**src/rtl/hls_run_monitor.sv**
```systemverilog
// Run controller for a Bambu "main" accelerator: resets it, issues start,
// times the run to done_port and reports pass/fail/unchecked/timeout.
module hls_run_monitor #(
  parameter int DATA_W  = 32,
  parameter int CNT_W   = 32,
  parameter int TIMEOUT = 200000000,
  parameter int STAT_W  = 16
) (
  input  logic              clock,
  input  logic              reset,
  input  logic              cmd_valid,
  output logic              cmd_ready,
  input  logic              cmd_check,
  input  logic [DATA_W-1:0] cmd_expected,
  output logic              acc_reset,
  output logic              acc_clock_gating,
  output logic              acc_start,
  input  logic              acc_done,
  input  logic [DATA_W-1:0] acc_return,
  output logic              res_valid,
  input  logic              res_ready,
  output logic [1:0]        res_status,
  output logic [DATA_W-1:0] res_value,
  output logic [CNT_W-1:0]  res_cycles,
  output logic [STAT_W-1:0] pass_cnt,
  output logic [STAT_W-1:0] fail_cnt,
  output logic              err_spurious
);

  typedef enum logic [2:0] {
    ARST, IDLE, START, WAIT, RECOVER, REPORT
  } state_t;

  localparam logic [CNT_W-1:0] TMO = CNT_W'(TIMEOUT);
  localparam logic [1:0] ST_FAIL = 2'd0;
  localparam logic [1:0] ST_PASS = 2'd1;
  localparam logic [1:0] ST_NCHK = 2'd2;
  localparam logic [1:0] ST_TMO  = 2'd3;

  state_t            state;
  logic              phase;
  logic              chk_q;
  logic [DATA_W-1:0] exp_q;
  logic [CNT_W-1:0]  cnt;
  logic [CNT_W-1:0]  cnt_nxt;
  logic              is_fail;

  assign cnt_nxt          = cnt + CNT_W'(1);
  assign cmd_ready        = (state == IDLE);
  assign acc_clock_gating = 1'b0;
  assign is_fail          = (res_status == ST_FAIL) ||
                            (res_status == ST_TMO);

  always_ff @(posedge clock) begin
    if (reset) begin
      state        <= ARST;
      phase        <= 1'b0;
      chk_q        <= 1'b0;
      exp_q        <= '0;
      cnt          <= '0;
      acc_reset    <= 1'b0;
      acc_start    <= 1'b0;
      res_valid    <= 1'b0;
      res_status   <= ST_FAIL;
      res_value    <= '0;
      res_cycles   <= '0;
      pass_cnt     <= '0;
      fail_cnt     <= '0;
      err_spurious <= 1'b0;
    end else begin
      if (acc_done && state != WAIT)
        err_spurious <= 1'b1;
      case (state)
        ARST: begin
          // two cycles of accelerator reset, phase marks the second
          if (phase) begin
            phase     <= 1'b0;
            acc_reset <= 1'b1;
            state     <= IDLE;
          end else begin
            phase <= 1'b1;
          end
        end
        IDLE: begin
          if (cmd_valid) begin
            chk_q     <= cmd_check;
            exp_q     <= cmd_expected;
            cnt       <= '0;
            acc_start <= 1'b1;
            state     <= START;
          end
        end
        START: begin
          acc_start <= 1'b0;
          state     <= WAIT;
        end
        WAIT: begin
          cnt <= cnt_nxt;
          if (acc_done) begin
            res_value  <= acc_return;
            res_cycles <= cnt_nxt;
            if (!chk_q)
              res_status <= ST_NCHK;
            else if (acc_return == exp_q)
              res_status <= ST_PASS;
            else
              res_status <= ST_FAIL;
            res_valid <= 1'b1;
            state     <= REPORT;
          end else if (cnt_nxt == TMO) begin
            res_status <= ST_TMO;
            res_value  <= '0;
            res_cycles <= TMO;
            acc_reset  <= 1'b0;
            phase      <= 1'b0;
            state      <= RECOVER;
          end
        end
        RECOVER: begin
          if (phase) begin
            phase     <= 1'b0;
            acc_reset <= 1'b1;
            res_valid <= 1'b1;
            state     <= REPORT;
          end else begin
            phase <= 1'b1;
          end
        end
        REPORT: begin
          if (res_ready) begin
            res_valid <= 1'b0;
            state     <= IDLE;
            if (res_status == ST_PASS) begin
              if (pass_cnt != {STAT_W{1'b1}})
                pass_cnt <= pass_cnt + STAT_W'(1);
            end else if (is_fail) begin
              if (fail_cnt != {STAT_W{1'b1}})
                fail_cnt <= fail_cnt + STAT_W'(1);
            end
          end
        end
        default: begin
          state     <= ARST;
          acc_reset <= 1'b0;
          phase     <= 1'b0;
        end
      endcase
    end
  end

endmodule
```
**config.mk**
```make
export PLATFORM = sky130hd
export DESIGN_NAME = hls_run_monitor
export DESIGN_NICKNAME = d
export VERILOG_FILES = /design/src/rtl/hls_run_monitor.sv
export SDC_FILE = /design/constraint.sdc
export NUM_CORES = 1
export LEC_CHECK = 0
export BUFFER_PORTS_ARGS = -buffer_cell sky130_fd_sc_hd__clkbuf_2
export CAP_MARGIN = 25
export CORE_ASPECT_RATIO = 1.1
export CORE_MARGIN = 2
export CORE_UTILIZATION = 35
export CTS_CLUSTER_SIZE = 12
export DETAILED_ROUTE_END_ITERATION = 7
export SLEW_MARGIN = 15
export SYNTH_ARGS = -nofsm -noshare
export SYNTH_HDL_FRONTEND = slang
export SYNTH_SLANG_ARGS = --single-unit
```
**constraint.sdc**
```tcl
create_clock -name clock -period 4.7 [get_ports clock]
set_clock_uncertainty 0.05 [all_clocks]
set_input_delay 0.47 -clock clock [delete_from_list [all_inputs] [get_ports clock]]
set_output_delay 0.47 -clock clock [all_outputs]
set_load 0.1 [all_outputs]
```
==> summary.txt, run 1 <==
Logic synthesis
  – Post-Synthesis Cells: a little under 900
  – Synthesized area per cell: approximately 8.8 um2
  – Post-synth net total: 960
  – Post-synth ARST share: 0%
  – Ys flop type: dfxtp_1
  – Library cells used by synthesis: 61
  – #FFs+latches synth: ~170
  – Yosys warns: 0
  – Post-synth EDFFs: 0
  – Synth Cell Area: 7760 um2
  – Seq/Total Area, Yosys: 44.1%

Cells and area
  – Area grow syn2layout: 21.0%
  – Ant. Diodes: 0
  – Finished Layout Cells: between 1000 and 1500
  – Most frequent cells in the layout: dfxtp_1 (171), clkbuf_2 (171), nand2_1 (104)
  – Share of post-route cells with drive strength above 1: 23.3%
  – Nets@finish: 1098

Drt
  – Total Wirelength: between 20 and 25 mm
  – WL/cell: approximately 16 um
  – DRC Markers: 0
  – First-pass iteration count of the detailed router: 5
  – Vias/cell: approximately 5.1
  – Antenna-violating nets left: 0
  – Initial DRC Count: 587
  – Vias: between 6000 and 7000

Power
  – Worst IR Drop VDD: 0.000261 V
  – Leak: 3.78 nW
  – PwrDens: about 380 nW/um2

Clock tree
  – Post-CTS resize count: 0
  – Clock transition at path regs: around 0.07 ns
  – Max Buffers Root-to-Sink: 2
  – Clk sinks: roughly 170
  – CTS Buf Count: 17
  – Postcts setup bufs: 0
  – CTS root buf: clkbuf_16
  – H-tree depth: 4
  – Skew-Pair Late Insertion Delay: roughly 0.43 ns
  – # hold bufs at CTS: 0
  – CTS tree: built

Timing
  – RSZ-0062 raised after global routing: false
  – Slew Viols, Final: 0
  – Final hold slack: about 0.2 ns
  – Fin crit period: between 4 and 5 ns
  – Fmax: ~250 MHz
  – Tightest Pin Transition: 0.989 ns
  – Final Hold Fails: 0
  – TNS Setup: 0 ns
  – Max-slew headroom: around 34%
  – Final setup fails: 0
  – Crit share post-route: 86.0%

Setup path
  – Critical path required time: about 5 ns
  – CP Class: reg2reg
  – Top fanout value on the critical path: 33
  – CP Capture Type: flop
  – Worst reg2reg setup slack: ~0.66 ns
  – Critical path startpoint category: flop
  – Reg2reg end: res_cycles[4]
  – Reg-to-reg critical path startpoint: cnt[0]
  – Worst EP arrival: between 4 and 5 ns
  – Reg2Reg Depth: 10

Floorplan
  – Site row count: 57
  – Die ar.: between 20000 and 25000 um2
  – Die Y: about 160 um
  – Die outline width: between 100 and 150 um
  – Io pins: around 170
  – Core Area: about 22000 um2
  – Starting Density: a little over a third

Job
  – Max_cap viols: 0

Placement
  – Hpwl dp: around 15 mm
  – RePlAce Congestion: 0.890
  – Post-placement cell count: 1298
  – # port buffers: 172

Worst hold path
  – Hold WC Path Type: in2reg
  – Min-Delay Path Depth: 3
  – Hold path start: cmd_expected[14]
  – Hold endpoint: exp_q[14]

Global routing
  – Largest net degree at the start of global routing: 59
  – Initial antenna violation count: 0
  – GR Overflow Total: 0
  – Overall routing resource usage: 18.4%
  – First-pass GRT wire length: 34.8 mm
  – Vias in the first global route: ~6400

Run status
  – Outcome: finished clean
==> worst max-delay path, cell delays in order (launching register included) <==
cell and delay (ns):
dfxtp_1 0.46, ha_1 0.37, nand3_1 0.28, nor4_4 0.41, a21oi_2 0.10, or4_1 0.50
a2111o_1 0.33, o41ai_2 0.52, a21oi_4 0.33, buf_4 0.32, a22o_1 0.24
==> cell families (layout without fill, tap and decap cells) <==
| group | after synthesis | after routing | share of synthesized area [%] |
|---|---|---|---|
| multiplexers | 5 | 5 | 0.661 |
| XOR/XNOR | 88 | 88 | 9.93 |
| flip-flops | 171 | 171 | 44.1 |
| buffers and inverters | 76 | 227 | 4.17 |
| other | 1 | 1 | 0.0483 |
| AO/OA/AOI/OAI | 206 | 206 | 18.4 |
| adder cells (fa/ha/maj) | 5 | 5 | 0.806 |
| AND/OR/NAND/NOR | 333 | 333 | 21.9 |
==> worst max path at each step <==
stage,start,end,slack [ns]
detailed placement,cnt[0],res_cycles[2],0.72
floorplan,cnt[0],res_cycles[16],1.42
global placement,cnt[0],res_cycles[4],0.84
finish,cnt[0],res_cycles[4],0.66
global route,cnt[0],res_cycles[4],0.36
CTS,cnt[0],res_cycles[2],0.72
==> layout make-up <==
class | instances | area [um2]
Fill cell | 2272 | 12600
Multi-Input combinational cell | 638 | 4040
Sequential cell | 171 | 3420
Timing Repair Buffer | 182 | 938
Clock buffer | 18 | 439
Tap cell | 295 | 369
Clock inverter | 14 | 133
Inverter | 13 | 48.8
==> report_power, final <==
part	leakage [nW]	switching [mW]	internal [mW]	total, mW
clock	0.285	0.647	0.757	1.40
combinational	2.11	0.433	0.151	0.584
sequential	1.38	0.0550	1.52	1.57
==> cell usage after synthesis (all sizes together) (18+ instances only) <==
cell,n,area share (%)
a21oi,73,4.9
buf,18,1.4
nand4,29,3.0
o21ai,26,1.7
dfxtp,171,44
a22o,52,5.9
clkbuf,45,2.2
nand3,18,1.2
xnor2,57,6.4
xor2,31,3.5
nor2,97,4.7
nand2,104,5.0
==> routing by layer <==
metal	global-route usage (%)	share of wire [%]
met5	0	0
met4	6.27	1.7
met3	3.89	5.2
met2	29.4	47
met1	24.8	46
==> stage by stage <==
stage	utilization, %	setup WS (ns)	instance area (um2)	total power [mW]
after floorplan	-	1.42	7760	2.03
after global placement	40.1	0.844	8810	2.19
after detailed placement	40.1	0.716	8810	2.20
after CTS	42.7	0.717	9380	3.60
after global routing	42.7	0.360	9390	3.71
final	42.7	0.656	9390	3.56
==> registers in the layout, summed over array words and instances (netlist names), 2 cells and up <==
register    count
fail_cnt       16
res_cycles     32
state           3
res_status      2
pass_cnt       16
cnt            32
exp_q          32
res_value      32
(Power assumes the default switching activity.)
==> inputs of run 2 (changes only) <==
Settings changed: PLACE_DENSITY set to 0.53.
==> run 2 against run 1 <==
  * Cell area shrank 0.27%
  * Clock power shrank 4%
  * Count of clock-buffer cells in the layout is the same
  * Core utilization shrank 0.11 points
  * Combinational power grew 0.9%
==> summary.txt, run 2 (same netlist as run 1, synthesis figures left out) <==
Setup path
  – Worst EP arrival: 4.18 ns (-0.14 ns)
  – Biggest cell delay along the critical path: 0.50 ns (-0.02 ns)
  – CP Capture Type: flop
  – Critical path startpoint category: flop
  – Critical-path top delay cell: o41ai_2
  – CP Class: reg2reg
  – Top fanout value on the critical path: 39 (+18%)
  – Cell breakdown of the critical path: ha_1 > nand3_1 > nor4_4 > a21oi_2 > or4_1 > a2111o_1 > o41ai_2 > a21oi_4 > buf_4 > a22o_1
  – Critical path required time: 4.97 ns (about the same)

Drt
  – Vias/cell: 5.12 (-0.10%)
  – DRC Markers: 0 (unchanged)
  – Vias: 6805 (-0.18%)
  – Initial DRC Count: 377 (-36%)
  – Total Wirelength: 22.1 mm (+2.7%)
  – WL/cell: 16.6 um (+2.8%)
  – Antenna-violating nets left: 0 (unchanged)
  – First-pass iteration count of the detailed router: 4 (-1)

Cells and area
  – Most frequent cells in the layout: dfxtp_1 (171), clkbuf_2 (171), nand2_1 (104)
  – Area grow syn2layout: 20.6%
  – Final core occ: 42.6% (-0.11 points)
  – Ant. Diodes: 0 (unchanged)
  – Nets@finish: 1097 (-0.091%)
  – Finished Layout Cells: 1330 (-0.075%)
  – Share of post-route cells with drive strength above 1: 23.1% (-0.17 points)

Floorplan
  – Die Y: 160 um (unchanged)
  – Core Area: 22000 um2 (unchanged)
  – Die outline width: 146 um (unchanged)
  – Io pins: 174 (unchanged)
  – Starting Density: 35.3% (unchanged)
  – Site row count: 57 (unchanged)
  – Die ar.: 23400 um2 (unchanged)

Timing
  – Tightest Pin Transition: 1.01 ns (+0.0190 ns)
  – Max-slew headroom: 32.7% (-1.3 points)
  – Final setup fails: 0 (unchanged)
  – Slack of the critical path: 0.791 ns (+0.135 ns)
  – Crit share post-route: 83.2% (-2.9 points)
  – Slew Viols, Final: 0 (unchanged)
  – RSZ-0062 raised after global routing: false
  – Fin crit period: 3.91 ns (-0.135 ns)
  – TNS Setup: 0 ns (unchanged)
  – Fmax: 256 MHz (+3.5%)
  – Final Hold Fails: 0 (unchanged)

Clock tree
  – # hold bufs at CTS: 0 (unchanged)
  – CTS tree: built
  – Skew-Pair Late Insertion Delay: 0.44 ns (about the same)
  – Postcts setup bufs: 0 (unchanged)
  – CTS Buf Count: 17 (unchanged)
  – Clk sinks: 171 (unchanged)
  – H-tree depth: 4 (unchanged)
  – Clock transition at path regs: 0.08 ns (about the same)
  – Post-CTS resize count: 0 (unchanged)
  – CTS root buf: clkbuf_16
  – Max Buffers Root-to-Sink: 2 (unchanged)

Placement
  – Post-Place Worst Slack: 0.776 ns (+0.0603 ns)
  – RePlAce Congestion: 0.860 (-3.4%)
  – # port buffers: 172 (unchanged)
  – Post-placement cell count: 1297 (-0.077%)
  – Hpwl dp: 15.6 mm (+2.9%)

Global routing
  – Vias in the first global route: 6492 (+1.8%)
  – First-pass GRT wire length: 35.5 mm (+2.0%)
  – Overall routing resource usage: 19.0% (+0.60 points)
  – Initial antenna violation count: 0 (unchanged)
  – Largest net degree at the start of global routing: 69 (+17%)
  – GR Overflow Total: 0 (unchanged)

Power
  – Leak: 3.76 nW (-0.52%)
  – PwrDens: 375 nW/um2 (-1.0%)
  – Worst IR Drop VDD: 0.000292 V (+12%)

Worst hold path
  – Hold WC Path Type: in2reg

Run status
  – Outcome: finished clean

Job
  – Max_cap viols: 0 (unchanged)
[run 2: cell types whose count changed in the layout (fill, tap and decap cells not counted), sizes merged]
cell | previous run | this run
bufinv | 1 | 0
clkbuf | 190 | 189
clkinv | 7 | 6
clkinvlp | 1 | 2
inv | 18 | 19
[run 2: path summary, 6_finish.rpt]
| check | startpoint | endpoint | slack (ns) | cells after the start |
|---|---|---|---|---|
| max | cnt[0] | res_cycles[2] | 0.79 | 10 |
| min | cmd_expected[11] | exp_q[11] | 0.20 | 3 |
| max reg2reg | cnt[0] | res_cycles[2] | 0.79 | 10 |
| min reg2reg | exp_q[28] | exp_q[28] | 0.42 | 2 |
[run 2: cell type report]
class | instances | area (um2)
timing repair buffer | 181 | 928
clock buffer | 18 | 429
multi-input combinational | 638 | 4040
sequential | 171 | 3420
inverter | 13 | 48.8
fill | 2286 | 12600
tap | 295 | 369
clock inverter | 14 | 128
[run 2: power breakdown]
group,switching [mW],total (mW),internal [mW]
Clock,0.655,1.35,0.699
Sequential,0.0547,1.57,1.52
Combinational,0.438,0.589,0.151
Total,1.15,3.51,2.37
[run 2: stage by stage]
stage	total power [mW]	area [um2]	hold WS [ns]
finish	3.51	9370	0.199
global route	3.67	9370	0.200
CTS	3.56	9360	0.182
detailed placement	2.20	8800	0.405
global placement	2.20	8800	0.403
floorplan	2.03	7760	0.398
[run 2: metal layers]
layer | vias up | GRT usage (%) | part of all wire (%)
li1 | 3430 | - | -
met1 | 3181 | 24.3 | 45
met2 | 164 | 31.2 | 48
met3 | 30 | 5.31 | 5.7
met4 | 0 | 5.87 | 1.8
met5 | - | 0 | 0
[run 2: critical path: cells and delay by family, from the launching register on]
kind,cells,cell delay [ns]
simple gates,3,1.21
fa+ha+maj,1,0.36
compound gates,5,1.41
buf+inv,1,0.31
flops,1,0.45
